File: config.mk
export PLATFORM = sky130hd
export DESIGN_NAME = music_box_state_controller_flat
export DESIGN_NICKNAME = d
export VERILOG_FILES = /design/src/rtl/music_box_state_controller_if.sv /design/src/rtl/music_box_state_controller.sv /design/src/flat_wrapper.sv
export SDC_FILE = /design/constraint.sdc
export NUM_CORES = 1
export LEC_CHECK = 0
export ABC_AREA = 1
export BUFFER_PORTS_ARGS = -buffer_cell sky130_fd_sc_hd__buf_2
export CAP_MARGIN = 20
export CELL_PAD_IN_SITES_DETAIL_PLACEMENT = 1
export CELL_PAD_IN_SITES_GLOBAL_PLACEMENT = 2
export CORE_UTILIZATION = 30
export DETAILED_ROUTE_END_ITERATION = 12
export GPL_ROUTABILITY_DRIVEN = 1
export PLACE_DENSITY = 0.79
export SYNTH_ARGS = -nofsm -noshare
export SYNTH_HDL_FRONTEND = slang
export SYNTH_SLANG_ARGS = --single-unit
File: constraint.sdc
create_clock -name clock_50Mhz -period 1.8 [get_ports clock_50Mhz]
set_clock_uncertainty 0.1 [all_clocks]
set_input_delay 0.27 -clock clock_50Mhz [delete_from_list [all_inputs] [get_ports clock_50Mhz]]
set_output_delay 0.27 -clock clock_50Mhz [all_outputs]
set_load 0.1 [all_outputs]
File: src/rtl/music_box_state_controller_if.sv
// music_box_state_controller_if: request/abort/done inputs and state outputs of the music box sequencer
//   request[3:0], abort, state_done[4:0] : driven by the master (buttons / state modules)
//   currentState, state_entered, timeout_flag, busy, debugString : driven by the controller (slave)
interface music_box_state_controller_if;
   logic [3:0]  request;
   logic        abort;
   logic [4:0]  state_done;
   logic [4:0]  currentState;
   logic        state_entered;
   logic        timeout_flag;
   logic        busy;
   logic [31:0] debugString;
   modport master (
      output request, abort, state_done,
      input  currentState, state_entered, timeout_flag, busy, debugString
   );
   modport slave (
      input  request, abort, state_done,
      output currentState, state_entered, timeout_flag, busy, debugString
   );
endinterface

File: src/rtl/music_box_state_controller.sv
// music_box_state_controller: arbitrates button requests into currentState, returns on done/timeout/abort, guards re-grant
//   clock_50Mhz, reset : single clock, synchronous active-high reset
//   bus (slave)        : request/abort/state_done in; currentState, state_entered, timeout_flag, busy, debugString out
module music_box_state_controller #(
   parameter int TICK_DIV   = 50000,
   parameter int TIMEOUT_MS = 6000,
   parameter int GUARD_MS   = 200
) (
   input logic clock_50Mhz,
   input logic reset,
   music_box_state_controller_if.slave bus
);
   localparam int PW = TICK_DIV > 1 ? $clog2(TICK_DIV) : 1;
   localparam logic [15:0] TIMEOUT_LAST = 16'(TIMEOUT_MS - 1);
   localparam logic [15:0] GUARD_LAST = 16'(GUARD_MS - 1);
   typedef enum logic {IDLE, ACTIVE} state_t;
   state_t state;
   logic [PW-1:0] prescaler;
   logic [3:0] req_q, pending, edges;
   logic [15:0] ms_count, ms_inc;
   logic [4:0] cur;
   logic [2:0] grant;
   logic guard_done, tick, done_hit, timeout_hit, entered, tflag, busy_q;
   // lowest set pending bit wins; state code is bit index + 1
   always_comb grant = pending[0] ? 3'd1 : pending[1] ? 3'd2 : pending[2] ? 3'd3 : 3'd4;
   assign tick = prescaler == PW'(TICK_DIV - 1);
   assign edges = bus.request & ~req_q;
   // saturating millisecond count, advanced only on tick
   assign ms_inc = tick && ms_count != 16'hFFFF ? ms_count + 16'd1 : ms_count;
   assign done_hit = bus.state_done[cur[2:0]];
   assign timeout_hit = tick && ms_count == TIMEOUT_LAST;
   assign bus.currentState = cur;
   assign bus.state_entered = entered;
   assign bus.timeout_flag = tflag;
   assign bus.busy = busy_q;
   assign bus.debugString = {pending, 3'b0, cur, ms_count, 4'b0};
   always_ff @(posedge clock_50Mhz) begin
      if (reset) begin
         state      <= IDLE;
         cur        <= '0;
         entered    <= 1'b0;
         tflag      <= 1'b0;
         busy_q     <= 1'b0;
         pending    <= '0;
         prescaler  <= '0;
         ms_count   <= '0;
         guard_done <= 1'b1;
         req_q      <= '0;
      end else begin
         prescaler <= tick ? '0 : prescaler + 1'b1;
         req_q     <= bus.request;
         entered   <= 1'b0;
         if (state == IDLE) begin
            if (!bus.abort && guard_done && |pending) begin
               // edges arriving in the grant cycle are intentionally dropped
               state    <= ACTIVE;
               cur      <= {2'b0, grant};
               pending  <= '0;
               ms_count <= '0;
               tflag    <= 1'b0;
               entered  <= 1'b1;
               busy_q   <= 1'b1;
            end else begin
               pending  <= bus.abort ? '0 : pending | edges;
               ms_count <= ms_inc;
               if (tick && ms_count == GUARD_LAST) guard_done <= 1'b1;
            end
         end else begin
            pending <= '0;
            if (bus.abort || done_hit || timeout_hit) begin
               state      <= IDLE;
               cur        <= '0;
               busy_q     <= 1'b0;
               ms_count   <= '0;
               guard_done <= (GUARD_MS == 0);
               // only a pure timeout return sets the flag; abort and done take priority
               if (!bus.abort && !done_hit) tflag <= 1'b1;
            end else begin
               ms_count <= ms_inc;
            end
         end
      end
   end
endmodule

File: src/flat_wrapper.sv
// flat-port wrapper written by rule: the top's interface ports become plain ports
module music_box_state_controller_flat 
#(
   parameter int TICK_DIV   = 50000,
   parameter int TIMEOUT_MS = 6000,
   parameter int GUARD_MS   = 200
)
  (clock_50Mhz, reset, bus_request, bus_abort, bus_state_done, bus_currentState, bus_state_entered, bus_timeout_flag, bus_busy, bus_debugString);
  music_box_state_controller_if bus_i ();
  input logic clock_50Mhz;
  input logic reset;
  input wire logic [$bits(bus_i.request)-1:0] bus_request;
  input wire logic [$bits(bus_i.abort)-1:0] bus_abort;
  input wire logic [$bits(bus_i.state_done)-1:0] bus_state_done;
  output wire logic [$bits(bus_i.currentState)-1:0] bus_currentState;
  output wire logic [$bits(bus_i.state_entered)-1:0] bus_state_entered;
  output wire logic [$bits(bus_i.timeout_flag)-1:0] bus_timeout_flag;
  output wire logic [$bits(bus_i.busy)-1:0] bus_busy;
  output wire logic [$bits(bus_i.debugString)-1:0] bus_debugString;
  assign bus_i.request = bus_request;
  assign bus_i.abort = bus_abort;
  assign bus_i.state_done = bus_state_done;
  assign bus_currentState = bus_i.currentState;
  assign bus_state_entered = bus_i.state_entered;
  assign bus_timeout_flag = bus_i.timeout_flag;
  assign bus_busy = bus_i.busy;
  assign bus_debugString = bus_i.debugString;
  music_box_state_controller #(.TICK_DIV(TICK_DIV), .TIMEOUT_MS(TIMEOUT_MS), .GUARD_MS(GUARD_MS)) u_core (.clock_50Mhz(clock_50Mhz), .reset(reset), .bus(bus_i));
endmodule
=== Word level (Yosys, flattened, before mapping) ===
Cells that the tools add are included.

* Bits in registers: 50
* Bits in latches: 0
* Memory bits (writable): 0
* ROM bits: 0
* Bits of input ports: 12
* Output and inout bits: 40
* Logic and storage cells: 67
* Memories kept: 0

* Add/subtract/negate cells: 2
* $mul: 0
* Divide/modulo/power cells: 0
* $lt $le $gt $ge: 1
* Eq/ne operators: 7
* Shift operators: 0
* Multiplexer cells: 25
* Bitwise logic cells: 3
* Reduce and logical (&&, ||, !) cells: 19

{| class="wikitable"
|+ Operators by type and width
! kind !! count
|-
| 2-to-1 mux 16 bit || 4
|-
| adder 16 x 1 -> 16 bit (second input constant) || 2
|-
| equality test 16 x 13 -> 1 bit (second input constant) || 1
|-
| equality test 16 bit (second input constant) || 1
|-
| equality test 16 x 8 -> 1 bit (second input constant) || 1
|-
| != test 16 bit (second input constant) || 1
|-
| 2-to-1 mux 5 bit || 3
|-
| 2-to-1 mux 1 bit || 14
|-
| 2-to-1 mux 3 bit || 3
|-
| OR reduction 4 bit || 2
|-
| logical AND 1 bit || 6
|-
| AND reduction 3 bit || 2
|-
| AND 4 bit || 1
|-
| less-than comparator 3 x 4 -> 1 bit (second input constant) || 1
|-
| != test 2 bit (second input constant) || 2
|-
| NOT 4 bit || 1
|-
| bitwise OR 4 bit || 1
|-
| nonzero test 2 bit || 2
|-
| OR reduction 2 bit || 2
|-
| binary-select mux 1 bit (select 3 bit) || 1
|-
| zero test 1 bit || 2
|-
| logical OR 1 bit || 2
|-
| != test 2 x 1 -> 1 bit (second input constant) || 1
|-
| AND reduction 2 bit || 1
|}

=== Longest topological paths before layout ===
Gate-level depths: netlist of run 1.

* Depth after elaboration: 7
* Gate-level depth with buffers: 12
* Mapped depth without buffers: 11

=== Worst setup path after synthesis of run 1 ===
Ideal clock, no wire load.

* Kind: register to register
* Start point: register u_core.ms_count[0]
* End point: register u_core.ms_count[5]
* Library setup time: 120 ps
* Data arrival time: 2214 ps
* Required time: 1580 ps
* Path slack: -634 ps
* Cell stages (with the launch flop): 12
* Path buffers: 1
* Period minus slack after synthesis: 2434 ps
* Cell sequence: dfxtp_1 -> ha_1 -> inv_1 -> nor2_4 -> nand3_1 -> nor2_1 -> nand2_1 -> nand3_2 -> nand2_4 -> nand2_4 -> buf_8 -> nor2_1

* Word-level cells in the longest chain between the ends: 5
* Elaborated cells between the ends (all ways): 10
* Those cells by class: 1 x add/sub; 2 x eq/ne; 4 x mux; 3 x reduce/logical

{| class="wikitable"
|+ Ends and longest elaborated chain
! element !! RTL line !! source
|-
| start: declaration || music_box_state_controller.sv:20 || <nowiki>logic [15:0] ms_count, ms_inc;</nowiki>
|-
| start signal: assignment || music_box_state_controller.sv:65 || <nowiki>ms_count <= ms_inc;</nowiki>
|-
| start signal: assignment || music_box_state_controller.sv:79 || <nowiki>ms_count <= ms_inc;</nowiki>
|-
| branches (longest 4 deep; another with adder 16 x 1 -> 16 bit) || n/a ||
|-
| 2-to-1 mux 16 bit (*) || music_box_state_controller.sv:53 || <nowiki>if (state == IDLE) begin</nowiki>
|}

Every way passes the cells marked *.
A chain may end at the register's enable or synchronous reset.

=== Worst setup path in the final report of run 1 ===
* Start point: register u_core.ms_count[0]
* End point: register u_core.ms_count[10]

Same word-level chain as after synthesis.

==> impl_metrics.py, run 1 <==
metrics = {
    "timing": {
        "drv_slew": 0,
        "timing.slew.headroom": 0.6398,
        "worst_pin_slew_ps": 535.3,
        "fmax_mhz": 598.5,
        "fin_setup_tns_ps": 0,
        "rsz0062_at_grt": "true",
        "setup_viol": 0,
        "finalCritPeriodShare": 0.9282,
        "final_hold_viol_count": 0,
        "final.min_clock_period_ps": 1671,
    },
    "yosys": {
        "synth_area_per_cell_sq_um": 6.656,
        "synth_cell_types": 34,
        "postSynthCellCount": 404,
        "synth_top_area_share": 0.3574,
        "ys_ff_latch": 48,
        "syn_area_sq_um": 2689,
        "seq_area_frac_synth": 0.3574,
        "synth_warnings": 0,
        "netlist_top_cells_area": "dfxtp_1, nand2_1, nor2_1",
        "yosysTopAreaCell": "dfxtp_1",
    },
    "floorplanning": {
        "die_w_microns": 96.67,
        "initial_utilization": 0.3098,
        "die-area_sq_um": 9345,
        "core.rowCount": 34,
        "core_sq_um": 8678,
        "fp.dieH_microns": 96.67,
        "num_io_pins": 52,
    },
    "final_layout": {
        "layout.nets": 476,
        "instances_no_fill": 570,
        "multi_input_area_sq_um": 1494,
        "final_layout_size_suffix_gt1_frac": 0.2727,
        "syn_to_final_growth_pct": 24.24,
        "register_area_sq_um": 1018,
        "fillCellCount": 1141,
        "diodes": 0,
    },
    "clock_tree": {
        "cts_buffers": 5,
        "clk_pin_slew_ps": 100,
        "cts-root-buf": "clkbuf_8",
        "cts_max_path_buffers": 2,
        "clock-sinks": 48,
        "h-tree-depth": 2,
        "cts_tree": "built",
        "clock_latency_ps": 310,
    },
    "worst_setup_path": {
        "reg2reg_slack_ps": 130,
        "crit_arrival_ps": 1780,
        "rr_worst_depth": 10,
        "cp_cell_sequence": "ha_4, inv_1, nor2_4, nand3_1, nor2_1, nand2_1, nand3_2, nand2_4, nand2_8, nor2_1",
        "cp_max_fo": 8,
        "cp.required_ps": 1910,
        "crit_family": "simple AND/OR/NAND/NOR gates",
        "cp_common_cell": "nor2_1",
        "critical-path-max-stage-delay_ps": 410,
        "worst-setup-path-type": "reg -> reg",
        "timing.rr.end": "u_core.ms_count[10]",
        "startpoint_type": "flop",
        "crit_buf_inv": 1,
        "r2r_start": "u_core.ms_count[0]",
        "cp-end-kind": "flop",
        "crit_slowest_cell": "dfxtp_4",
    },
    "drt": {
        "num_vias": 2640,
        "drt_pre_antenna_iters": 6,
        "wire_per_inst_microns": 13.02,
        "wl_microns": 7419,
        "first_iter_violations": 57,
        "drtAntennaViolNets": 0,
        "drc": 0,
        "viasPerCell": 4.632,
    },
    "placed_design": {
        "dp_hpwl_microns": 5629,
        "portBuffers": 40,
        "placed_cells": 553,
        "gp_congestion": 0.8088,
    },
    "power_and_ir_drop": {
        "vdd_drop_max_v": 0.0003831,
        "p_per_area_nw_per_um2": 676.1,
        "leakagePower_uw": 0.001469,
    },
    "global_routing": {
        "grt_overflow": 0,
        "grtUsageTotal": 0.1609,
        "grt_pass1_wl_microns": 12300,
        "antenna_found_initial": 0,
        "grt_pass1_vias": 2614,
        "grt_max_degree": 17,
    },
    "worst_hold_path": {
        "min_from": "bus_request[2]",
        "holdPathEnd": "u_core.req_q[2]",
        "hold_class": "in -> reg",
        "min_path_cells": 3,
    },
    "flow_run": {
        "cap_violations": 0,
    },
    "status": {
        "outcome": "finished clean",
    },
}
synthesized netlist by cell type (all sizes together):
cell type / count
clkinv: 1
o21ai: 20
inv: 52
o21a: 1
nor3b: 2
xor2: 14
a21oi: 10
ha: 3
clkbuf: 1
buf: 21
a31o: 1
nand4: 9
a31oi: 1
nand2: 91
dfxtp: 48
or2: 2
conb: 1
xnor2: 1
nor3: 10
nor2: 82
nor4: 3
nand3: 30
sequential cells by signal (all words and copies together), names as in the netlist:
name / flops
u_core.guard_done: 1
u_core.bus.state_entered: 1
u_core.state: 1
u_core.ms_count: 16
u_core.bus.timeout_flag: 1
u_core.req_q: 4
u_core.bus.currentState: 3
u_core.prescaler: 16
u_core.pending: 4
u_core.bus.busy: 1
worst max path at each step:
stage	to	startpoint	cells past startpoint	slack (ps)
2_1_floorplan	u_core.ms_count[11]	u_core.bus.currentState[1]	9	1
3_3_place_gp	u_core.ms_count[3]	u_core.prescaler[0]	11	60
5_1_grt	u_core.prescaler[11]	u_core.prescaler[0]	8	-20
3_5_place_dp	u_core.ms_count[4]	u_core.prescaler[1]	11	-30
4_1_cts	u_core.ms_count[13]	u_core.prescaler[1]	10	10
6_report	u_core.ms_count[10]	u_core.ms_count[0]	10	130
cell families (layout without fill, tap and decap cells):
family                     after synthesis  after routing  synth area share
xor gates and xnor gates                15             15           0.04886
adders and majority gates                3              3           0.01396
DFF                                     48             48            0.3574
other                                    1             11          0.001395
buffers and inverters                   75            122            0.1349
and+or+nand+nor                        229            230            0.3792
AOI/OAI and AO/OA                       33             33           0.06422
where the power goes:
group	internal [uW]	total, uW	switching, uW
Sequential	1080	1090	17.3
Clock	365	777	412
Combinational	65.9	389	323
worst min-delay path: stages:
cell and delay, ps:
buf_2 70, inv_1 40, nor2_1 70
cell type report:
class,instances,area share
multi-input combinational,292,0.4472
inverter,53,0.06030
clock buffer,6,0.02809
tap,108,0.04045
timing repair buffer,61,0.1146
sequential,48,0.3049
clock inverter,2,0.004494
cell usage in the layout (no fill, tap or decap), types with 2 or more instances in the layout:
cell / count
nand2_8: 2
o21ai_0: 16
nor2_4: 4
inv_2: 3
buf_4: 19
nand2_2: 8
inv_4: 2
nor3b_1: 2
nand3_2: 3
nor3_1: 7
nor4_1: 3
nor3_4: 2
dfxtp_2: 16
clkbuf_8: 5
nand2_1: 81
buf_12: 2
a21oi_1: 10
inv_1: 48
nor2_1: 76
conb_1: 11
nand3_1: 27
nand4_1: 9
xor2_1: 14
nor2_2: 2
dfxtp_1: 22
buf_2: 40
dfxtp_4: 10
o21ai_1: 4
repair_timing:
item	4_1_cts	5_1_grt
resized for setup	1	20
gates cloned	0	1
buffers inserted	2	6
setup endpoints to repair	5	22
hold buffers	0	0
pin swaps	0	9
layer usage:
layer,vias up,global-route usage,part of all wire
li1,1358,-,-
met1,1231,0.1877,0.46
met2,42,0.2985,0.50
met3,9,0.02457,0.027
met4,0,0.05166,0.014
met5,-,0,0
metrics by stage:
step | total power [uW] | util | hold slack (ps) | area [sq um] | worst slack (ps)
2_1_floorplan | 1454 | - | 242.4 | 2793 | 1.121
3_3_place_gp | 1484 | 0.3542 | 336.3 | 3074 | 63.75
3_5_place_dp | 1489 | 0.3542 | 339.3 | 3074 | -34.92
4_1_cts | 2288 | 0.3702 | 58.61 | 3213 | 10.57
5_1_grt | 2365 | 0.3849 | 70.88 | 3341 | -19.59
6_report | 2259 | 0.3849 | 67.31 | 3341 | 129.2
(Power assumes the default switching activity.)
==> run 2: changes to the inputs <==
--- a/config.mk
+++ b/config.mk
@@ -5,15 +5,15 @@
 export SDC_FILE = /design/constraint.sdc
 export NUM_CORES = 1
 export LEC_CHECK = 0
-export ABC_AREA = 1
 export BUFFER_PORTS_ARGS = -buffer_cell sky130_fd_sc_hd__buf_2
 export CAP_MARGIN = 20
 export CELL_PAD_IN_SITES_DETAIL_PLACEMENT = 1
 export CELL_PAD_IN_SITES_GLOBAL_PLACEMENT = 2
-export CORE_UTILIZATION = 30
+export CORE_UTILIZATION = 32
 export DETAILED_ROUTE_END_ITERATION = 12
 export GPL_ROUTABILITY_DRIVEN = 1
-export PLACE_DENSITY = 0.79
+export PLACE_DENSITY = 0.78
+export REMOVE_ABC_BUFFERS = 1
 export SYNTH_ARGS = -nofsm -noshare
 export SYNTH_HDL_FRONTEND = slang
 export SYNTH_SLANG_ARGS = --single-unit
==> impl_metrics.py, run 2 <==
metrics = {
    "yosys": {
        "postSynthCellCount": 268,
        "synthSimpleGateAreaFrac": 0.3108,
        "synth_cell_types": 48,
        "yosysMostFrequentCell": "dfxtp_1",
        "synth_area_per_cell_sq_um": 8.847,
        "netlist_top_cells_area": "dfxtp_1, nor2_1, buf_4",
        "synth-async-reset-ratio": 0,
        "synth_warnings": 0,
        "synth-edff-count": 0,
        "ys.flop_type": "dfxtp_1",
        "syn_area_sq_um": 2371,
        "ys_ff_latch": 48,
        "synth_fa_ha_area_frac": 0.01583,
        "synthMuxAreaShare": 0.01372,
        "seq_area_frac_synth": 0.4053,
        "synth-compound-area-share": 0.09921,
        "synthTopCellsByCount": "dfxtp_1, nor2_1, buf_4",
        "yosysTopAreaCell": "dfxtp_1",
        "synth_top_area_share": 0.4053,
        "synth_xor_area_frac": 0.07757,
        "synth_top_family_by_area": "simple AND/OR/NAND/NOR gates",
    },
    "drt": {
        "drtAntennaViolNets": 0,
        "drt_pre_antenna_iters": 4,
        "drc": 0,
        "num_vias": 2415,
        "wire_per_inst_microns": 15.65,
        "viasPerCell": 4.979,
        "wl_microns": 7592,
        "first_iter_violations": 73,
    },
    "clock_tree": {
        "h-tree-depth": 2,
        "cts-root-buf": "clkbuf_8",
        "clock-sinks": 48,
        "cts_tree": "built",
        "cts_buffers": 5,
        "cts_max_path_buffers": 2,
        "clock_latency_ps": 300,
        "clk_pin_slew_ps": 90,
    },
    "floorplanning": {
        "fp.dieH_microns": 88.08,
        "core.rowCount": 31,
        "die_w_microns": 88.08,
        "initial_utilization": 0.3287,
        "core_sq_um": 7214,
        "die-area_sq_um": 7758,
        "num_io_pins": 52,
    },
    "worst_setup_path": {
        "worst-setup-path-type": "reg -> reg",
        "crit_arrival_ps": 2150,
        "r2r_start": "u_core.prescaler[12]",
        "timing.rr.end": "u_core.ms_count[15]",
        "startpoint_type": "flop",
        "critPathLaunch": "u_core.prescaler[12]",
        "cp_max_fo": 5,
        "cp-end-kind": "flop",
        "cp.required_ps": 1940,
        "reg2reg_slack_ps": -200,
        "rr_worst_depth": 5,
    },
    "status": {
        "outcome": "complete, but fails checks",
        "violations": "setup timing",
    },
    "placed_design": {
        "place_worst_setup_slack_ps": -284.5,
        "dp_hpwl_microns": 5487,
        "portBuffers": 40,
        "placed_area_sq_um": 3141,
        "gp_congestion": 0.8289,
    },
    "final_layout": {
        "mostFrequentLayoutCell": "buf_4",
        "fillCellCount": 889,
        "register_area_sq_um": 972.2,
        "layout.nets": 400,
        "final_cell_mix": "buf_4, buf_2, dfxtp_1, nor2_1, nand4_1",
        "multi_input_area_sq_um": 1405,
        "diodes": 0,
        "fin_area_sq_um": 3516,
        "syn_to_final_growth_pct": 48.28,
        "final_layout_size_suffix_gt1_frac": 0.4482,
        "reg.largest.list": "u_core.ms_count (16), u_core.prescaler (16)",
    },
    "power_and_ir_drop": {
        "p_comb_frac": 0.181,
        "pwr-share-seq": 0.475,
        "power.switching_uw": 719.7,
        "p_per_area_nw_per_um2": 660.7,
        "leakagePower_uw": 0.001478,
        "vdd_drop_max_v": 0.0002877,
        "p_int_uw": 1603,
        "power_uw": 2323,
        "clockPowerShare": 0.343,
        "swShare": 0.3098,
    },
    "timing": {
        "setup_viol": 23,
        "fmax_mhz": 498.9,
        "rsz0062_at_grt": "true",
        "finalCritPeriodShare": 1.114,
        "final.min_clock_period_ps": 2004,
        "drv_slew": 0,
        "whs_ps": 93.66,
        "fin_ws_ps": -204.4,
        "final_hold_viol_count": 0,
    },
    "global_routing": {
        "grt_pass1_wl_microns": 12080,
        "grt_max_degree": 17,
        "grt_pass1_vias": 2481,
        "grtUsageTotal": 0.2027,
        "antenna_found_initial": 0,
        "grt_overflow": 0,
    },
    "worst_hold_path": {
        "min_from": "bus_request[1]",
        "hold_class": "in -> reg",
        "min_path_cells": 2,
        "holdPathEnd": "u_core.req_q[1]",
    },
    "flow_run": {
        "cap_violations": 0,
    },
}
run 2: logic make-up after synthesis:
kind of cell | Yosys count
mux | 2
compound gates | 35
xor+xnor | 21
other cells | 1
flops | 48
fa+ha+maj | 3
buf+inv | 31
simple gates | 127
run 2: metal layers:
metal | share of wire | vias to the layer above | GRT usage | wire length (microns)
met4 | 0.015 | 0 | 0.06158 | 111
met3 | 0.025 | 10 | 0.03205 | 193
li1 | - | 1171 | - | -
met1 | 0.45 | 1197 | 0.2446 | 3387
met2 | 0.51 | 37 | 0.3686 | 3899
met5 | 0 | - | 0 | 0
run 2: worst max path at each step:
stage,endpoint,slack [ps]
after floorplan,u_core.bus.currentState[1],-1670
after global placement,u_core.ms_count[1],-270
after detailed placement,u_core.ms_count[15],-280
after CTS,u_core.ms_count[15],-240
after global routing,u_core.ms_count[1],-300
final,u_core.ms_count[15],-200
run 2: through the flow:
step | util | setup TNS (ps) | instances
floorplan | - | -37410 | 257
global placement | 0.4353 | -4073 | 466
detailed placement | 0.4353 | -4903 | 466
CTS | 0.4670 | -3599 | 477
global route | 0.4873 | -5580 | 485
finish | 0.4873 | -3488 | 485
run 2: power by group through the flow:
| stage | logic [uW] | clock network (uW) | registers, uW |
|---|---|---|---|
| CTS | 398 | 823 | 1100 |
| global route | 444 | 865 | 1110 |
| finish | 422 | 797 | 1100 |
| detailed placement | 381 | 0 | 1120 |
| floorplan | 169 | 0 | 1240 |
| global placement | 377 | 0 | 1120 |
run 2: repair_timing:
item,in CTS,in global routing
setup endpoints to repair,25,28
setup buffers,3,8
resized for setup,23,20
hold buffers,0,0
cloned,0,1
pin swaps,8,13
run 2: area by class of cell:
type / count / area share
sequential: 48 / 0.2765
clock buffer: 5 / 0.01957
clock inverter: 3 / 0.01210
tap: 99 / 0.03523
multi-input combinational: 199 / 0.3996
timing repair buffer: 121 / 0.2463
inverter: 10 / 0.01068
run 2: critical path, cell delays in order (launching register included):
cell      delay, ps
dfxtp_1         360
and4bb_2        340
nand4_2         110
or4b_4          570
or3_4           340
a21oi_2         130
